## src/rtl/alu_word_seq.sv

```systemverilog
// alu_word_seq: 32-bit valid/ready front end for a nibble-serial ALU.
// One request is latched, processed LSB nibble first over 8 cycles with carry
// and compare chained between nibbles, and returned on a valid/ready port.
// Optional feature: define ALU_SEQ_SKID_EN for a one-entry request skid register.
module alu_word_seq (
  input  logic        clk,
  input  logic        rstn,
  input  logic        req_valid,
  output logic        req_ready,
  input  logic [3:0]  req_op,
  input  logic [31:0] req_a,
  input  logic [31:0] req_b,
  output logic        rsp_valid,
  input  logic        rsp_ready,
  output logic [31:0] rsp_d,
  output logic        rsp_cy,
  output logic        rsp_cmp
);

  typedef enum logic [1:0] {StIdle, StRun, StDone} state_e;

  state_e      state_q;
  logic [2:0]  cnt_q;
  logic [3:0]  op_q;
  logic [31:0] a_q;
  logic [31:0] b_q;

`ifdef ALU_SEQ_SKID_EN
  logic        skid_valid_q;
  logic [3:0]  skid_op_q;
  logic [31:0] skid_a_q;
  logic [31:0] skid_b_q;
`endif

  // Nibble datapath signals
  logic [4:0] nib_idx;
  logic [3:0] nib_a;
  logic [3:0] nib_b;
  logic [3:0] nib_b_add;
  logic [3:0] nib_d;
  logic [4:0] sum;
  logic       cy_in;
  logic       cmp_in;
  logic       cy_out;
  logic       cmp_out;

  assign nib_idx = {cnt_q, 2'b00};
  assign nib_a   = a_q[nib_idx +: 4];
  assign nib_b   = b_q[nib_idx +: 4];

  // First nibble seeds the chain; later nibbles take the registered outputs,
  // which live directly in rsp_cy / rsp_cmp.
  assign cy_in  = (cnt_q == 3'd0) ? (op_q[1] | op_q[3]) : rsp_cy;
  assign cmp_in = (cnt_q == 3'd0) ? 1'b1 : rsp_cmp;

`ifdef ALU_SEQ_SKID_EN
  assign req_ready = ~skid_valid_q;
`else
  assign req_ready = (state_q == StIdle);
`endif

  // Nibble ALU: add/sub share one adder; compare results are only meaningful on nibble 7.
  always_comb begin
    nib_b_add = (op_q[1] | op_q[3]) ? ~nib_b : nib_b;
    sum       = {1'b0, nib_a} + {1'b0, nib_b_add} + {4'b0000, cy_in};
    cy_out    = sum[4];
    cmp_out   = cmp_in;
    nib_d     = sum[3:0];
    case (op_q[2:0])
      3'b111: nib_d = nib_a & nib_b;
      3'b110: nib_d = nib_a | nib_b;
      3'b100: begin
        nib_d   = nib_a ^ nib_b;
        cmp_out = cmp_in & (nib_a == nib_b);
      end
      // Signed: differing signs decide directly, equal signs fall back to borrow.
      3'b010: cmp_out = (nib_a[3] ^ nib_b[3]) ? nib_a[3] : ~sum[4];
      3'b011: cmp_out = ~sum[4];
      default: begin
      end
    endcase
  end

  // Sequencer FSM with registered response outputs (and optional skid register).
  always_ff @(posedge clk or negedge rstn) begin
    if (!rstn) begin
      state_q      <= StIdle;
      cnt_q        <= 3'd0;
      op_q         <= 4'd0;
      a_q          <= 32'd0;
      b_q          <= 32'd0;
      rsp_valid    <= 1'b0;
      rsp_d        <= 32'd0;
      rsp_cy       <= 1'b0;
      rsp_cmp      <= 1'b0;
`ifdef ALU_SEQ_SKID_EN
      skid_valid_q <= 1'b0;
      skid_op_q    <= 4'd0;
      skid_a_q     <= 32'd0;
      skid_b_q     <= 32'd0;
`endif
    end else begin
      unique case (state_q)
        StIdle: begin
          if (req_valid) begin
            op_q    <= req_op;
            a_q     <= req_a;
            b_q     <= req_b;
            cnt_q   <= 3'd0;
            state_q <= StRun;
          end
        end
        StRun: begin
          rsp_d[nib_idx +: 4] <= nib_d;
          rsp_cy              <= cy_out;
          rsp_cmp             <= cmp_out;
          cnt_q               <= cnt_q + 3'd1;
          if (cnt_q == 3'd7) begin
            state_q   <= StDone;
            rsp_valid <= 1'b1;
          end
        end
        StDone: begin
          if (rsp_ready) begin
            rsp_valid <= 1'b0;
`ifdef ALU_SEQ_SKID_EN
            if (skid_valid_q) begin
              op_q         <= skid_op_q;
              a_q          <= skid_a_q;
              b_q          <= skid_b_q;
              cnt_q        <= 3'd0;
              skid_valid_q <= 1'b0;
              state_q      <= StRun;
            end else if (req_valid) begin
              // Skid empty on the handshake edge: start the new request
              // directly rather than parking it for a cycle.
              op_q    <= req_op;
              a_q     <= req_a;
              b_q     <= req_b;
              cnt_q   <= 3'd0;
              state_q <= StRun;
            end else begin
              state_q <= StIdle;
            end
`else
            state_q <= StIdle;
`endif
          end
        end
        default: state_q <= StIdle;
      endcase
`ifdef ALU_SEQ_SKID_EN
      // Requests arriving while busy park in the skid (handshake-edge case handled above).
      if ((state_q != StIdle) && req_valid && !skid_valid_q &&
          !((state_q == StDone) && rsp_ready)) begin
        skid_valid_q <= 1'b1;
        skid_op_q    <= req_op;
        skid_a_q     <= req_a;
        skid_b_q     <= req_b;
      end
`endif
    end
  end

endmodule

```

## config.mk

```make
export PLATFORM = sky130hd
export DESIGN_NAME = alu_word_seq
export DESIGN_NICKNAME = d
export VERILOG_FILES = /design/src/rtl/alu_word_seq.sv
export SDC_FILE = /design/constraint.sdc
export NUM_CORES = 1
export LEC_CHECK = 0
export CAP_MARGIN = 20
export CORE_MARGIN = 4
export CORE_UTILIZATION = 45
export DETAILED_ROUTE_END_ITERATION = 12
export PLACE_DENSITY = 0.73
export SYNTH_ARGS = -nofsm -noshare
export SYNTH_HDL_FRONTEND = slang
export SYNTH_SLANG_ARGS = --single-unit
export TNS_END_PERCENT = 1
```

## constraint.sdc

```tcl
create_clock -name clk -period 3.3 [get_ports clk]
set_clock_uncertainty 0.05 [all_clocks]
set_input_delay 0.495 -clock clk [delete_from_list [all_inputs] [get_ports clk]]
set_output_delay 0.495 -clock clk [all_outputs]
set_load 0.05 [all_outputs]
```

# ---- Word level (Yosys, flattened, before mapping)
# Index checks and enable logic that the tools add are counted.
dict set report word_totals {
  register_bits 108
  input_bits 72
  out_inout_bits 36
}
dict set report classes {
  n_addsub 4
  eq_ne 12
  n_shift 4
  n_mux 16
  bitwise 8
  n_reduce_logical 8
}
# cell count
set ops {}
lappend ops {{32-bit by 6-bit indexed part select with 4-bit output} 2}
lappend ops {{32-bit bitwise mux} 1}
lappend ops {{4-bit by 7-bit variable shift with 32-bit output, first input constant} 1}
lappend ops {{4-bit by 7-bit indexed part select with 32-bit output} 1}
lappend ops {{3-bit == test, second input constant} 4}
lappend ops {{4-bit one-hot mux with 3 select lines} 1}
lappend ops {{5-bit negation with 7-bit output} 1}
lappend ops {{3-bit by 2-bit == test with 1-bit output, second input constant} 2}
lappend ops {{2-bit two-way mux} 3}
lappend ops {{2-bit inequality test, second input constant} 3}
lappend ops {{2-bit one-hot mux with 3 select lines} 1}
lappend ops {{3-bit one-hot mux with 2 select lines} 1}
lappend ops {{3-bit AND reduction} 2}
lappend ops {{4-bit by 4-bit adder with 5-bit output} 1}
lappend ops {{5-bit by 1-bit adder with 5-bit output} 1}
lappend ops {{1-bit two-way mux} 5}
lappend ops {{4-bit AND} 1}
lappend ops {{4-bit == test} 1}
lappend ops {{4-bit two-way mux} 1}
lappend ops {{4-bit inverter} 1}
lappend ops {{4-bit bitwise OR} 1}
lappend ops {{2-bit AND reduction} 2}
lappend ops {{2-bit nonzero test} 2}
lappend ops {{4-bit bitwise XOR} 1}
lappend ops {{other kinds (12)} 12}

# ---- Logic depth before layout (Yosys ltp)
dict set report depth {
  depth_word 8
  depth_mapped 14
  mapped_depth_nobuf 11
}

# ---- Worst setup path before layout
# Ideal clock, no wire load.
dict set report synth_path {
  path_type {register -> register}
  start {register cnt_q[0]}
  end {register rsp_d[13]}
  setup_ns 0.128
  t_arrival_ns 3.046
  t_required_ns 3.122
  path_slack_ns 0.076
  stages_incl_launch_ff 12
  period_less_slack_ns 3.224
  cell_sequence {dfrtp_1 -> buf_6 -> buf_12 -> mux4_2 -> mux2i_4 -> xnor2_1 -> fa_1 -> fa_1 -> nor2b_1 -> o21ai_0 -> o221ai_1 -> mux2_1}
}
dict set report synth_between {
  elab_chain_cells 8
  elab_cells_between_ends 16
  cone_classes {3 x add/sub; 4 x shift; 4 x mux; 4 x bitwise; 1 x reduce/logical}
}
# item line_no
set synth_rtl {}
lappend synth_rtl {{from (decl)} 23} ;# logic [2:0] cnt_q;
lappend synth_rtl {{from (signal assigned)} 117} ;# cnt_q <= cnt_q + 3'd1;
lappend synth_rtl {{32-bit by 6-bit indexed part select with 4-bit output} 49} ;# assign nib_b = b_q[nib_idx +: 4];
lappend synth_rtl {{4-bit inverter} 64} ;# nib_b_add = (op_q[1] | op_q[3]) ? ~nib_b : nib_b;
lappend synth_rtl {{4-bit two-way mux} 64}
lappend synth_rtl {{4-bit by 4-bit adder with 5-bit output} 65} ;# sum = {1'b0, nib_a} + {1'b0, nib_b_add} + {4'b0000, cy_in};
lappend synth_rtl {{5-bit by 1-bit adder with 5-bit output} 65}
lappend synth_rtl {{4-bit one-hot mux with 3 select lines} 69} ;# case (op_q[2:0])
lappend synth_rtl {{4-bit by 7-bit indexed part select with 32-bit output} 114} ;# rsp_d[nib_idx +: 4] <= nib_d;
lappend synth_rtl {{32-bit bitwise mux *} 114}
lappend synth_rtl {{to (signal, indexed assignment)} 114}
lappend synth_rtl {{to (decl)} 15} ;# output logic [31:0] rsp_d,
# Mark *: on every way between the ends. The rest lies on a longest branch, timed or not.
# A chain may end at the register's enable or synchronous reset.

# ---- Worst setup path after layout
# Same ends and word-level chain as after synthesis.

==> impl_metrics.ini <==
[placement]
placement.cell_area_mm2 = 0.00655
io_buffer_count = 107
gp_congestion = 0.918
place.detailed.hpwl_um = 9480
preCtsSetupSlack_ps = -52.8

[synthesis]
synth-async-reset-ratio_pct = 100
synthesis.nets = 627
post_synth_and_or_nand_nor_area_fraction_pct = 22.0
synth_enable_flop_cells = 0
yosys.area_share.adder_pct = 4.53
synth-seq-area-share_pct = 51.0
postSynth.topFlopCell = sky130_fd_sc_hd__dfrtp_1
synth.area.mux_share_pct = 12.2
yosys_warnings = 0
synth-compound-area-share_pct = 5.90
syn-instance-count = 537
synth_top_family_by_area = simple AND/OR/NAND/NOR gates
avgSynthCellArea_um2 = 9.88
synthDistinctLibCells = 44
synth_area_mm2 = 0.00530
synth_xor_xnor_area_share_pct = 0.826
ys_ff_latch = 108

[run]
cap_viol_max_count = 0

[setup_path]
critical_path_buf_inv_count = 0
crit_path_max_incr_delay_ps = 580
critPathKind = reg2reg
worst_path_dominant_cell_family = multiplexers
crit_path_launch_type = flip-flop
timing.critical_path.required_ps = 3480
worstSetupEndpointType = flip-flop
crit_path_frequent_cell = sky130_fd_sc_hd__fa_2
critical_path_fanouts_max = 8
critical_path.cell_chain = mux4_2 -> mux2i_4 -> xnor2_1 -> fa_2 -> fa_2 -> nor2b_1 -> o21ai_2 -> o221ai_4 -> mux2_1
r2r_setup_slack_ps = 110
arrival_time_at_the_worst_endpoint_ps = 3370
worst_path_max_delay_cell = sky130_fd_sc_hd__fa_2

[cells_and_area]
area_growth_pct = 30.5
numnets_final = 735
finalCoreUtilization_pct = 60.4
diodes = 0
design_area_mm2 = 0.00692
most-common-layout-cells = sky130_fd_sc_hd__nand2_1, sky130_fd_sc_hd__dfrtp_1, sky130_fd_sc_hd__clkdlybuf4s50_1
leading_cell_type_in_the_layout_fill_and_taps_excluded = sky130_fd_sc_hd__nand2_1
layout_cells_sized_above_1_pct = 11.1

[sta]
rsz0062_at_grt = true
min_period_ps = 3190
setup_viol_count_final = 0
fmax_mhz = 314
final_hold_viol_count = 0
timing.max_slew.rel_slack_pct = 51.4
finalCritPeriodShare_pct = 96.6
maxSlewViolCount = 0
final.setup.worst_slack_ps = 113
worstMarginPinSlew_ps = 729

[floorplanning]
die_height_um = 117
design.die.area_mm2 = 0.0136
die_x_extent_um = 117
start_util_pct = 46.3
fp.coreArea_mm2 = 0.0115
pin_count = 108
rows = 39

[clocking]
clockBufferDepth = 2
cts_root_buf = sky130_fd_sc_hd__clkbuf_16
clkTransAtPathRegs_ps = 70
clock_sink_count = 108
cts_htree_levels = 3
tritoncts_clock_tree = done
clkLatencyLatePin_ps = 340
cts_hold_buffers = 0
cts_buffers = 9

[global_routing]
use_met1_pct = 27.1
gr_peak_layer = met2
grt_use_total_pct = 19.4
first_global_vias = 4104
routing_usage_on_met3_pct = 3.58
grt_max_degree = 56
grt_first_pass_wirelength_um = 20600
grt_overflow = 0
use_met2_pct = 31.0
number_of_antenna_violations_at_the_first_check_in_global_routing = 0

[route]
totalWireLength_um = 12700
detail-route-antenna-nets = 0
wl_per_cell_um = 16.0
routed_via_density = 5.19
drt_drc_violations_left = 0
drt_pass1_iterations = 5
initialDrtViolationCount = 240
num_vias = 4112

[run_status]
run_status = complete, no violations

[worst_hold_path]
min_path_type = in2async
[sequential cells by signal (all words and copies together), names as in the netlist]
register,count
a_q,32
b_q,32
rsp_d,32
op_q,4
cnt_q,3
state_q,2
rsp_cmp,1
rsp_cy,1
rsp_valid,1
[worst paths after layout]
| path | from | end | cells past startpoint |
|---|---|---|---|
| min in group clk | b_q[31] | b_q[31] | 2 |
| setup reg to reg | cnt_q[0] | rsp_d[13] | 9 |
| setup / recovery | cnt_q[0] | rsp_d[13] | 9 |
| hold / removal | rstn | rsp_d[2] | 1 |
| hold reg to reg | b_q[31] | b_q[31] | 2 |
| max in group asynchronous | rstn | cnt_q[0] | 2 |
[area by class of cell]
type | count | area (um2)
fillers | 931 | 4550
flip-flops and latches | 108 | 2710
multi-input cells | 389 | 2460
repair buffers | 123 | 1230
clock buffers | 12 | 246
well taps | 143 | 179
inverters | 14 | 55.1
clock inverters | 4 | 48.8
[what timing repair did]
item | in CTS | in global routing
pin swaps | 0 | 0
setup buffers | 0 | 2
setup endpoints to repair | 8 | 33
resized for setup | 2 | 14
[worst reg2reg max path: stages, from the launching register on]
cell	delay, ps
sky130_fd_sc_hd__dfrtp_2	450
sky130_fd_sc_hd__mux4_2	550
sky130_fd_sc_hd__mux2i_4	190
sky130_fd_sc_hd__xnor2_1	130
sky130_fd_sc_hd__fa_2	390
sky130_fd_sc_hd__fa_2	580
sky130_fd_sc_hd__nor2b_1	70
sky130_fd_sc_hd__o21ai_2	180
sky130_fd_sc_hd__o221ai_4	160
sky130_fd_sc_hd__mux2_1	320
[per-stage QoR]
step,std cells,hold WS (ps),TNS (ps)
2_1_floorplan,537,149,0
6_report,793,130,0
3_5_place_dp,775,408,-361
3_3_place_gp,775,403,0
5_1_grt,793,187,-71.8
4_1_cts,791,166,0
[logic make-up after synthesis]
family                     after synthesis
DFF                                    108
adders and majority gates               18
buffers and inverters                   40
and+or+nand+nor                        282
muxes                                   37
AOI/OAI and AO/OA                       47
xor gates and xnor gates                 5
[metal layers]
| metal | vias up | share of wire, % | routed length (um) |
|---|---|---|---|
| li1 | 1991 | - | - |
| met4 | 0 | 1.7 | 214 |
| met3 | 17 | 5.0 | 631 |
| met5 | - | 0 | 0 |
| met1 | 1983 | 45 | 5690 |
| met2 | 121 | 48 | 6120 |
[cells in the mapped netlist, types with 2 or more instances]
| cell type | count | area, um2 |
|---|---|---|
| sky130_fd_sc_hd__a31oi_1 | 3 | 18.8 |
| sky130_fd_sc_hd__nor3_1 | 2 | 10.0 |
| sky130_fd_sc_hd__buf_1 | 5 | 18.8 |
| sky130_fd_sc_hd__xor2_1 | 3 | 26.3 |
| sky130_fd_sc_hd__xnor2_1 | 2 | 17.5 |
| sky130_fd_sc_hd__nand3_1 | 3 | 15.0 |
| sky130_fd_sc_hd__fa_1 | 2 | 40.0 |
| sky130_fd_sc_hd__nand2_1 | 234 | 878 |
| sky130_fd_sc_hd__nand2b_1 | 4 | 25.0 |
| sky130_fd_sc_hd__buf_6 | 2 | 22.5 |
| sky130_fd_sc_hd__buf_2 | 5 | 25.0 |
| sky130_fd_sc_hd__inv_2 | 4 | 15.0 |
| sky130_fd_sc_hd__nor2_1 | 13 | 48.8 |
| sky130_fd_sc_hd__o221ai_1 | 2 | 17.5 |
| sky130_fd_sc_hd__a21oi_1 | 7 | 35.0 |
| sky130_fd_sc_hd__and3b_1 | 4 | 35.0 |
| sky130_fd_sc_hd__o21ai_0 | 8 | 40.0 |
| sky130_fd_sc_hd__o21ai_1 | 2 | 10.0 |
| sky130_fd_sc_hd__ha_1 | 16 | 200 |
| sky130_fd_sc_hd__nor3b_1 | 3 | 22.5 |
| sky130_fd_sc_hd__or3_1 | 2 | 12.5 |
| sky130_fd_sc_hd__o21a_1 | 2 | 15.0 |
| sky130_fd_sc_hd__dfrtp_1 | 108 | 2700 |
| sky130_fd_sc_hd__mux2i_4 | 4 | 90.1 |
| sky130_fd_sc_hd__mux4_2 | 15 | 338 |
| sky130_fd_sc_hd__clkbuf_1 | 13 | 48.8 |
| sky130_fd_sc_hd__nor2b_1 | 7 | 43.8 |
| sky130_fd_sc_hd__o31ai_1 | 18 | 135 |
| sky130_fd_sc_hd__nand3_2 | 2 | 20.0 |
| sky130_fd_sc_hd__inv_1 | 9 | 33.8 |
| sky130_fd_sc_hd__and2_1 | 3 | 18.8 |
| sky130_fd_sc_hd__mux2_1 | 16 | 180 |
| sky130_fd_sc_hd__nand4_1 | 3 | 18.8 |
Power is left out: the tool's default activity adds up to more than one toggle a clock period on the data nets, which glitch-free logic cannot reach.
==> edit: new RTL, same flow settings <==
Encoding of `state_e`: now one-hot (3 bits for 3 states).
--- a/src/rtl/alu_word_seq.sv
+++ b/src/rtl/alu_word_seq.sv
@@ -17,7 +17,7 @@
   output logic        rsp_cmp
 );
 
-  typedef enum logic [1:0] {StIdle, StRun, StDone} state_e;
+  typedef enum logic [2:0] {StIdle = 3'b001, StRun = 3'b010, StDone = 3'b100} state_e;
 
   state_e      state_q;
   logic [2:0]  cnt_q;
Behaviour: no difference found for any inputs over 4 cycles, from zero or initial values and one cycle with rstn low; so few cycles prove little.
==> edit against the unedited design <==
The flow now finishes with violations (setup timing); design area grew 2.8%; routed wire length shrank 3.9%; area after synthesis grew 1.0%; highest routed layer unchanged; sequential cell count grew 1; critical endpoint is now rsp_d[19]$_DFFE_PN0P_; setup slack lost 160 ps; via count shrank 9.7%.
==> edit: results <==
set metrics [dict create \
    dp_slack_ps -138.4 \
    ys_types 52 \
    synthMuxAreaShare_pct 22.63 \
    final_cells 693 \
    via_per_inst 5.356 \
    hold_ws_ps 126.1 \
    drtPass1Iterations 4 \
    synth_adder_area_share_pct 4.951 \
    slowest_delay_ps 560 \
    hpwlAfterDp_um 9042 \
    dpl_cell_area_mm2 0.006711 \
    syn_nets 512 \
    wl_per_cell_um 17.54 \
    cp.arrival_ps 3530 \
    initialDrtViolationCount 224 \
    syn_avg_cell_area_um2 12.76 \
    grt_usage_pct 18.36 \
    grt_pass1_vias 3893 \
    drive_gt1_share_pct 26.91 \
    slowest_stage "mux4_2" \
    fin_ws_ps -48.12 \
    dp_cells 673 \
    synthArstFlopShare_pct 100.0 \
    synth.yosys.seq_area_share_pct 50.93 \
    reg2regPathDepth 10 \
    setup_tns_ps -90.88 \
    synth_xor_area_share_pct 0.8174 \
    status "complete, but fails checks" \
    fin_nets 637 \
    violations "setup timing" \
    synth-compound-area-share_pct 8.291 \
    synth_common_cells "dfrtp_1, mux2_2, nand2_1" \
    setup_violations 2 \
]
-- edit: cell count changes after synthesis, sizes merged, moves of 5 or more --
cell / before / now
nor2b: 7 / 2
mux2: 17 / 71
nand2: 234 / 44
a22o: 0 / 12
nor2: 13 / 22
clkbuf: 13 / 3
-- edit: power by group through the flow --
stage	Sequential, mW	Clock [mW]	Combinational (mW)
finish	2.19	1.17	4.21
global route	2.25	1.24	4.66
CTS	2.18	1.19	4.12
detailed placement	2.20	0	4.06
global placement	2.18	0	3.97
floorplan	2.23	0	2.74
-- edit: worst max-delay path by stage --
stage,start,endpoint,slack [ps],depth (start not counted)
after floorplan,cnt_q[0]$_DFFE_PN0P_,rsp_d[19]$_DFFE_PN0P_,20,12
after global placement,cnt_q[0]$_DFFE_PN0P_,rsp_d[2]$_DFFE_PN0P_,-90,10
after detailed placement,cnt_q[0]$_DFFE_PN0P_,rsp_d[2]$_DFFE_PN0P_,-140,10
after CTS,cnt_q[0]$_DFFE_PN0P_,rsp_d[19]$_DFFE_PN0P_,-60,10
after global routing,cnt_q[0]$_DFFE_PN0P_,rsp_d[19]$_DFFE_PN0P_,-170,10
final,cnt_q[0]$_DFFE_PN0P_,rsp_d[19]$_DFFE_PN0P_,-50,10
-- edit: repair_timing --
item / 4_1_cts / 5_1_grt
setup buffers: 0 / 3
gates resized for setup: 2 / 7
cloned: 0 / 1
pin swaps: 0 / 5
endpoints found under the setup margin: 10 / 25
-- edit: worst max-delay path, delay by kind of cell, from the launching register on --
| family | cells | cell delay (ps) |
|---|---|---|
| buffers and inverters | 1 | 160 |
| multiplexers | 3 | 1050 |
| flip-flops | 1 | 440 |
| AND/OR/NAND/NOR | 2 | 440 |
| adder cells (fa/ha/maj) | 1 | 260 |
| AO/OA/AOI/OAI | 2 | 640 |
| XOR/XNOR | 1 | 220 |
-- edit: cells by family (layout without fill, tap and decap cells) --
logic type / after synthesis / in the layout
compound gates: 65 / 65
mux: 91 / 91
flops: 109 / 109
buf+inv: 36 / 166
simple gates: 94 / 94
xor+xnor: 5 / 5
fa+ha+maj: 20 / 20
-- edit: metal layers --
| metal | GRT usage, % | part of all wire [%] | vias up | routed length, µm |
|---|---|---|---|---|
| li1 | - | - | 1768 | - |
| met1 | 25.57 | 46 | 1826 | 5645 |
| met2 | 28.74 | 46 | 104 | 5642 |
| met3 | 4.010 | 5.2 | 14 | 638 |
| met4 | 6.193 | 1.9 | 0 | 229 |
| met5 | 0 | 0 | - | 0 |
-- edit: cell type report --
cell class                 instances  area (µm²)
tap                              143       178.9
clock buffer                      11       242.7
sequential                       109        2730
multi-input combinational        275        2477
fill                             910        4398
clock inverter                     5       81.33
inverter                          17       63.81
timing repair buffer             133        1344
